===== config.mk =====
export PLATFORM = sky130hd
export DESIGN_NAME = world_sequencer
export DESIGN_NICKNAME = d
export VERILOG_FILES = /design/src/rtl/world_pkg.sv /design/src/rtl/rise_detect.sv /design/src/rtl/world_sequencer.sv
export SDC_FILE = /design/constraint.sdc
export NUM_CORES = 1
export LEC_CHECK = 0
export CORE_AREA = 10 10 51 53
export DETAILED_ROUTE_END_ITERATION = 7
export DIE_AREA = 0 0 61 63
export DONT_BUFFER_PORTS = 1
export HOLD_SLACK_MARGIN = 0.08
export PLACE_DENSITY_LB_ADDON = 0.05
export SLEW_MARGIN = 0
export SYNTH_ARGS = -nofsm -noshare
export SYNTH_HDL_FRONTEND = slang
export SYNTH_SLANG_ARGS = --single-unit

===== constraint.sdc =====
create_clock -name clk -period 1.4 [get_ports clk]
set_input_delay 0.35 -clock clk [delete_from_list [all_inputs] [get_ports clk]]
set_output_delay 0.35 -clock clk [all_outputs]
set_load 0.02 [all_outputs]

===== src/rtl/world_pkg.sv =====
// Shared types and helpers for the world/map sequencing blocks.
package world_pkg;

   typedef enum logic [0:0] {
      IDLE  = 1'b0,
      BLANK = 1'b1
   } world_state_t;

   localparam int DEF_NUM_MAPS    = 4;
   localparam int DEF_HOLD_CYCLES = 16;
   localparam int MAX_MAPS        = 16;

   // One-hot of idx within a 16-wide vector; bits at or above n stay clear.
   function automatic logic [MAX_MAPS-1:0] onehot(input logic [4:0] idx, input int n);
      logic [MAX_MAPS-1:0] v;
      v = {MAX_MAPS{1'b0}};
      for (int i = 0; i < MAX_MAPS; i++) begin
         if ((i < n) && (idx == 5'(i))) begin
            v[i] = 1'b1;
         end else begin
            v[i] = v[i];
         end
      end
      return v;
   endfunction

endpackage


===== src/rtl/rise_detect.sv =====
// Single-clock rising-edge detector; the reset value of the history flop
// decides whether a level already high at reset release counts as an edge.
module rise_detect #(
   parameter logic RESET_VAL = 1'b1
) (
   input  logic clk,
   input  logic reset,
   input  logic in,
   output logic pulse
);

   logic in_q_r;

   // History flop for the input level.
   always_ff @(posedge clk or posedge reset) begin
      if (reset) begin
         in_q_r <= RESET_VAL;
      end else begin
         in_q_r <= in;
      end
   end

   assign pulse = in & ~in_q_r;

endmodule


===== src/rtl/world_sequencer.sv =====
// Active-map sequencer: jump or advance on a request edge, then blank the
// renderers for HOLD_CYCLES clocks before enabling the new map.
module world_sequencer
   import world_pkg::*;
#(
   parameter int NUM_MAPS    = DEF_NUM_MAPS,
   parameter int SEL_W       = $clog2(NUM_MAPS),
   parameter int START_MAP   = 0,
   parameter int HOLD_CYCLES = DEF_HOLD_CYCLES
) (
   input  logic                clk,
   input  logic                reset,
   input  logic                map_change,
   input  logic [SEL_W-1:0]    map_select,
   input  logic                wrap_en,
   output logic [NUM_MAPS-1:0] map_en,
   output logic [SEL_W-1:0]    map_idx,
   output logic                busy,
   output logic                sel_err
);

   localparam int CNT_W = $clog2(HOLD_CYCLES + 1);
   localparam int IDX_W = SEL_W + 1;
   localparam logic [IDX_W-1:0]    NUM_EXT   = IDX_W'(NUM_MAPS);
   localparam logic [IDX_W-1:0]    LAST_EXT  = IDX_W'(NUM_MAPS - 1);
   localparam logic [SEL_W-1:0]    START_SEL = SEL_W'(START_MAP);
   localparam logic [CNT_W-1:0]    CNT_LOAD  = CNT_W'(HOLD_CYCLES - 1);
   localparam logic [MAX_MAPS-1:0] START_OH  = onehot(5'(START_MAP), NUM_MAPS);

   world_state_t        state_r, state_s;
   logic [SEL_W-1:0]    map_idx_r, map_idx_s;
   logic [NUM_MAPS-1:0] map_en_r, map_en_s;
   logic                busy_r, busy_s;
   logic                sel_err_r, sel_err_s;
   logic [SEL_W-1:0]    last_sel_r, last_sel_s;
   logic [CNT_W-1:0]    cnt_r, cnt_s;
   logic                chg_edge_s;
   logic [IDX_W-1:0]    sel_ext_s, idx_ext_s, target_s;
   logic                valid_s;
   logic [MAX_MAPS-1:0] oh_s;

   rise_detect #(.RESET_VAL(1'b1)) u_chg_rise (
      .clk   (clk),
      .reset (reset),
      .in    (map_change),
      .pulse (chg_edge_s)
   );

   // Next-state and next-output logic for the sequencer FSM.
   always_comb begin
      state_s    = state_r;
      map_idx_s  = map_idx_r;
      map_en_s   = map_en_r;
      busy_s     = busy_r;
      sel_err_s  = 1'b0;
      last_sel_s = last_sel_r;
      cnt_s      = cnt_r;
      valid_s    = 1'b0;
      sel_ext_s  = {1'b0, map_select};
      idx_ext_s  = {1'b0, map_idx_r};
      target_s   = idx_ext_s;
      oh_s       = onehot(5'(map_idx_r), NUM_MAPS);
      case (state_r)
         IDLE: begin
            if (chg_edge_s) begin
               if (map_select != last_sel_r) begin
                  if (sel_ext_s < NUM_EXT) begin
                     target_s   = sel_ext_s;
                     valid_s    = 1'b1;
                     last_sel_s = map_select;
                  end else begin
                     sel_err_s = 1'b1;
                  end
               end else begin
                  valid_s = 1'b1;
                  // Last map: wrap to 0 or saturate; either way blanking runs.
                  if (idx_ext_s == LAST_EXT) begin
                     if (wrap_en) begin
                        target_s = {IDX_W{1'b0}};
                     end else begin
                        target_s = idx_ext_s;
                     end
                  end else begin
                     target_s = idx_ext_s + {{(IDX_W-1){1'b0}}, 1'b1};
                  end
               end
            end else begin
               valid_s = 1'b0;
            end
            if (valid_s) begin
               map_idx_s = target_s[SEL_W-1:0];
               map_en_s  = {NUM_MAPS{1'b0}};
               busy_s    = 1'b1;
               cnt_s     = CNT_LOAD;
               state_s   = BLANK;
            end else begin
               state_s = IDLE;
            end
         end
         BLANK: begin
            if (cnt_r == {CNT_W{1'b0}}) begin
               map_en_s = oh_s[NUM_MAPS-1:0];
               busy_s   = 1'b0;
               state_s  = IDLE;
            end else begin
               cnt_s = cnt_r - {{(CNT_W-1){1'b0}}, 1'b1};
            end
         end
         default: begin
            state_s = IDLE;
         end
      endcase
   end

   // State and registered outputs.
   always_ff @(posedge clk or posedge reset) begin
      if (reset) begin
         state_r    <= IDLE;
         map_idx_r  <= START_SEL;
         map_en_r   <= START_OH[NUM_MAPS-1:0];
         busy_r     <= 1'b0;
         sel_err_r  <= 1'b0;
         last_sel_r <= START_SEL;
         cnt_r      <= {CNT_W{1'b0}};
      end else begin
         state_r    <= state_s;
         map_idx_r  <= map_idx_s;
         map_en_r   <= map_en_s;
         busy_r     <= busy_s;
         sel_err_r  <= sel_err_s;
         last_sel_r <= last_sel_s;
         cnt_r      <= cnt_s;
      end
   end

   assign map_en  = map_en_r;
   assign map_idx = map_idx_r;
   assign busy    = busy_r;
   assign sel_err = sel_err_r;

endmodule


# Word-level counts from Yosys, hierarchy flattened

Index checks and enable logic that the tools add are counted.

Register bits: 16
Logic and storage cells: 47
Output and inout port bits: 8

Reduce and logical (&&, ||, !) cells: 6
Bitwise operators: 3
Multiplexer cells: 21
Eq/ne operators: 8
$add $sub $neg: 2

Operators with widths:

| kind                                                                  | number |
|---|---|
| 1-bit 2-to-1 mux                                                      | 10 |
| 5-bit 2-to-1 mux                                                      | 2 |
| 5-bit case mux with 2 select lines                                    | 1 |
| 4-bit 2-to-1 mux                                                      | 2 |
| 4-bit case mux with 2 select lines                                    | 1 |
| 2-bit 2-to-1 mux                                                      | 3 |
| 5-bit zero test                                                       | 1 |
| 5-bit by 1-bit subtractor with 5-bit output, second input constant    | 1 |
| 2-bit equality test, second input constant                            | 2 |
| 2-bit by 1-bit != test with 1-bit output, second input constant       | 2 |
| 1-bit case mux with 2 select lines                                    | 2 |
| 2-bit AND reduction                                                   | 2 |
| 4-bit AND reduction                                                   | 1 |
| 3-bit by 2-bit != test with 1-bit output, second input constant       | 1 |
| 3-bit AND reduction                                                   | 1 |
| 2-bit by 1-bit adder with 2-bit output, second input constant         | 1 |
| 2-bit by 1-bit equality test with 1-bit output, second input constant | 1 |
| 2-bit zero test                                                       | 1 |
| 2-bit != test                                                         | 1 |
| 2-bit != test, second input constant                                  | 1 |
| 1-bit inverter                                                        | 2 |
| 1-bit bitwise AND                                                     | 1 |

# Logic depth before layout (Yosys ltp)

Depth after elaboration: 6
Mapped depth: 6
Mapped depth without buffers: 6

# By module

Synthesis repeated with hierarchy kept, for this count alone.

Cell total of the unflattened synthesis: 82
Area total of the unflattened synthesis: 860.8 um^2

By module, submodules not included:

| module          | seq. area each (um^2) | area an instance (um^2) | cells an instance | times used |
|---|---|---|---|---|
| world_sequencer | 376.6                 | 817.0                   | 79                | 1 |
| rise_detect     | 26.3                  | 43.8                    | 3                 | 1 |

# Least setup slack after synthesis

OpenSTA, ideal clock, no wires.

Path kind: register -> register
Start point: register cnt_r[0]
End point: register cnt_r[3]
Stages on the path, launching flop included: 7
Clock period less this slack: 1374 ps
Arrival time: 1251 ps
Slack: 26 ps
Data required time: 1276 ps
Path through: dfrtp_1 > inv_1 > ha_1 > nand4bb_4 > o21ai_2 > nor3_1 > a211o_1

Cells in the longest elaborated chain, start to end: 3

Ends and longest elaborated chain:

| item                                                                                  | line                                           | text |
|---|---|---|
| start, declared                                                                       | world_sequencer.sv:36                          | `logic [CNT_W-1:0] cnt_r, cnt_s;` |
| start signal, assigned                                                                | world_sequencer.sv:124                         | `cnt_r <= {CNT_W{1'b0}};` |
| start signal, assigned                                                                | world_sequencer.sv:132                         | `cnt_r <= cnt_s;` |
| 5-bit by 1-bit subtractor with 5-bit output / 5-bit zero test (equally long branches) | world_sequencer.sv:106, world_sequencer.sv:101 |  |
| 5-bit 2-to-1 mux / 2-bit != test (equally long branches)                              | n/a                                            |  |
| 5-bit case mux with 2 select lines / 2-bit AND reduction (equally long branches)      | n/a                                            |  |

Parallel ways exist; a longest one is shown, timed or not. The select of a mux whose other input is x is not followed.
A chain may end at the register's enable or synchronous reset.

# Final worst setup path

Start point: register cnt_r[1]
End point: register cnt_r[3]

The elaborated chain is that of the path after synthesis.

==> results.md <==
* HP Start: map_select[0]
* Leakage at approximately 0.47 nW
* WP data arrival at between 1.5 and 2 ns
* Critical path startpoint: cnt_r[1]$_DFFE_PP0P_
* Setup TNS at 0 ns
* Num CTS Buffers at 3
* Sequential fraction of design power at around two fifths
* Max IR drop VDD at between 1 and 1.5 mV
* Slew headroom at between 60% and 70%
* Met3 Use GR at approximately 3.0%
* NumNets Final at 106
* Core area at around 0.0017 mm^2
* Ys flop type: dfrtp_1
* Clock Power Share at 14.3%
* Final Wtd Congestion at between 0.6 and 0.7
* MaxCap Viol Count at 0
* Design area at just under 0.001 mm^2
* Final wirelength at about 1500 um
* Int Pwr at 0.00135 W
* Layout cell share with drive strength beyond 1 at between 30% and 40%
* Post-synth EDFFs at 0
* Crit path kind: reg2reg
* Reg-to-Reg Start: cnt_r[1]$_DFFE_PP0P_
* Post-DP HPWL at between 1000 and 1500 um
* WP data required at about 1.6 ns
* Via density at approximately 5.1
* Die ar. at roughly 0.0038 mm^2
* Worst clock skew at around 0.0049 ns
* Hold-critical path depth at 1
* Vias in the first global route at ~560
* Crit path max fanout at 2
* HP Class: in2reg
* Wire length per cell at 13.6 um
* Startpoint Class: register
* Top Ports at 14
* Post-Layout Cell Count at around 110
* Initial Util at just under 50%
* Via Count at roughly 570
* Pin count of the biggest net entering global routing at 17
* Antenna diodes at 0
* Tcrit/Tclk final at around 96%
* Combinational fraction of design power at 45.4%
* Port buffer count at 0
* H-tree depth at 1
* Reg2Reg Depth at 3
* Setup violators final at 0
* Clock Pin Slew Worst Setup and Hold Paths at around 0.10 ns
* Layout fillers at between 100 and 150
* Post-route ant nets at 0
* CP cell instances: buf_4, or3_1, a211o_1
* CP peak stage delay at roughly 0.4 ns
* Placed inst area at 883 um^2
* Initial antenna violation count at 0
* Slowest-stage cell, CP: dfrtp_1
* Root buf cell: clkbuf_4
* Ratio of total power to cell area at approximately 2200 mW/mm^2
* Register area share after synthesis at 49.5%
* P&R area growth vs syn at 21.7%
* Num Clock Sinks at 16
* Status: complete, no violations
* RSZ-0062 raised after global routing: false
* Most Used Layer, Global Route: met2
* Rows at 15
* GRT met1 Usage at 10.9%
* Die height at around 63 um
* Number of synthesized register bits at 16
* Synth cell types at 30
* DRC viols at 0
* WP buf/inv at 1
* Slew at the pin closest to its max-slew limit at 0.585 ns
* Mapped cell area at 815 um^2
* Pre-antenna DRT Iters at 4
* Syn avg cell area at ~10 um^2
* Psw at roughly 0.00083 W
* Mapped Nets at roughly 90
* Clock Latency Late Sink at 0.29 ns
* Initial DRC Count at 6
* Gate Count Post-Synth at 78
* Cell family with most CP delay: flip-flops
* Met2 Use GR at roughly an eighth
* Min Tclk post-route at around 1.3 ns
* Dpl cells at 101
* CP Capture Type: register
* WP depth at 3
* Sw frac at a little under two fifths
* Global-route wire length before repair at approximately 2500 um
* GR Overflow Total at 0
* Clock Path Buffers at 2
* TritonCTS clock tree: done
* Syn. warnings at 0
* Final Max Slew Viols at 0
* Die width at ~60 um
* Async SR Flop Fraction at between 90% and 100%
* Final hold viol count at 0
* GRT Overall Usage at 8.45%
* FMAX at approximately 740 MHz
[routing by layer]
| layer | wire [um] | up-vias |
|---|---|---|
| met2 | 651 | 12 |
| met1 | 732 | 262 |
| met3 | 107 | 4 |
| li1 | - | 288 |
| met4 | 22 | 0 |
| met5 | 0 | - |
[worst register-to-register path, delay by kind of cell (launching register included)]
family                 cells  cell delay (ns)
AOI/OAI and AO/OA          1             0.30
buffers and inverters      1             0.14
DFF                        1             0.40
and+or+nand+nor            1             0.40
[logic make-up after synthesis]
group,share of synthesized area [%]
other cells,0.460
buf+inv,5.68
compound gates,12.3
xor+xnor,2.15
simple gates,17.1
flops,49.5
fa+ha+maj,7.68
mux,5.22
[cells in the final DEF (no fill, tap or decap)]
| master | Yosys | layout |
|---|---|---|
| nor3_2 | 0 | 1 |
| a21oi_2 | 0 | 1 |
| nand4bb_4 | 1 | 1 |
| dfstp_2 | 2 | 2 |
| ha_1 | 5 | 4 |
| and3_2 | 1 | 1 |
| nor2_2 | 1 | 1 |
| o21ai_2 | 1 | 1 |
| mux2_2 | 2 | 2 |
| nor2b_1 | 1 | 1 |
| clkbuf_4 | 0 | 3 |
| a211o_1 | 1 | 1 |
| o22ai_1 | 1 | 1 |
| nor2_4 | 1 | 1 |
| dlygate4sd3_1 | 0 | 2 |
| o22a_1 | 1 | 1 |
| inv_2 | 0 | 2 |
| clkbuf_8 | 0 | 1 |
| conb_1 | 1 | 1 |
| dfrtp_1 | 14 | 14 |
| or3_1 | 1 | 1 |
| nor2_1 | 6 | 6 |
| o21ai_0 | 6 | 6 |
| o31ai_1 | 1 | 1 |
| nand2_1 | 10 | 10 |
| buf_4 | 1 | 12 |
| nand2b_2 | 1 | 1 |
| a2bb2oi_1 | 1 | 1 |
| a31oi_1 | 1 | 1 |
| xor2_1 | 2 | 2 |
| o22a_2 | 1 | 1 |
| inv_1 | 9 | 7 |
| ha_4 | 0 | 1 |
| mux2i_1 | 2 | 2 |
[flip-flops by register name, indices dropped and copies added, names as in the netlist]
register	count
u_chg_rise.in_q_r	1
busy	1
cnt_r	5
last_sel_r	2
state_r	1
map_en	4
map_idx	2
[per-stage QoR]
step                      hold WS, ns  power (W)  worst slack (ns)  util (%)
after floorplan                 0.262    0.00146            0.0255         -
after global placement          0.340    0.00170            0.0467      53.5
after detailed placement        0.341    0.00173         -0.000521      53.5
after CTS                       0.193    0.00209          0.000679      58.0
after global routing            0.195    0.00239           0.00295      60.0
final                           0.203    0.00218            0.0507      60.0
[cells in the mapped netlist, types with 2 or more instances]
master / count / area, um^2
nor2_1: 6 / 22.5
mux2_2: 2 / 22.5
xor2_1: 2 / 17.5
mux2i_1: 2 / 20.0
o21ai_0: 6 / 30.0
dfrtp_1: 14 / 350
ha_1: 5 / 62.6
nand2_1: 10 / 37.5
inv_1: 9 / 33.8
dfstp_2: 2 / 52.6
[power by group through the flow]
stage | sequential [W] | combinational [W] | clock [W]
global route | 0.000912 | 0.00113 | 0.000348
CTS | 0.000887 | 0.000876 | 0.000323
finish | 0.000881 | 0.000991 | 0.000312
global placement | 0.000894 | 0.000804 | 0
floorplan | 0.000900 | 0.000559 | 0
detailed placement | 0.000901 | 0.000827 | 0
[worst paths after layout]
path,to,slack [ns]
max in group asynchronous,map_idx[0]$_DFFE_PP0P_,0.46
worst min-delay path,last_sel_r[0]$_DFFE_PP0P_,0.20
min in group asynchronous,map_en[3]$_DFFE_PP0P_,0.56
worst min register to register,last_sel_r[1]$_DFFE_PP0P_,0.52
worst max-delay path,cnt_r[3]$_DFFE_PP0P_,0.05
worst max register to register,cnt_r[3]$_DFFE_PP0P_,0.05
[layout make-up]
cell class / count / area, um^2 / share of cell area, %
Sequential cell: 16 / 403 / 40.7
Multi-Input combinational cell: 51 / 387 / 39.0
Timing Repair Buffer: 14 / 110 / 11.1
Clock buffer: 4 / 36.3 / 3.66
Inverter: 9 / 33.8 / 3.41
Tap cell: 17 / 21.3 / 2.15
[what timing repair did]
action | 4_1_cts | 5_1_grt
setup buffers | 2 | 2
resized for setup | 1 | 5
hold buffers | 2 | 0
hold endpoints to repair | 15 | 0
setup endpoints to repair | 1 | 3
pin swaps | 2 | 4
(Power assumes the default switching activity.)
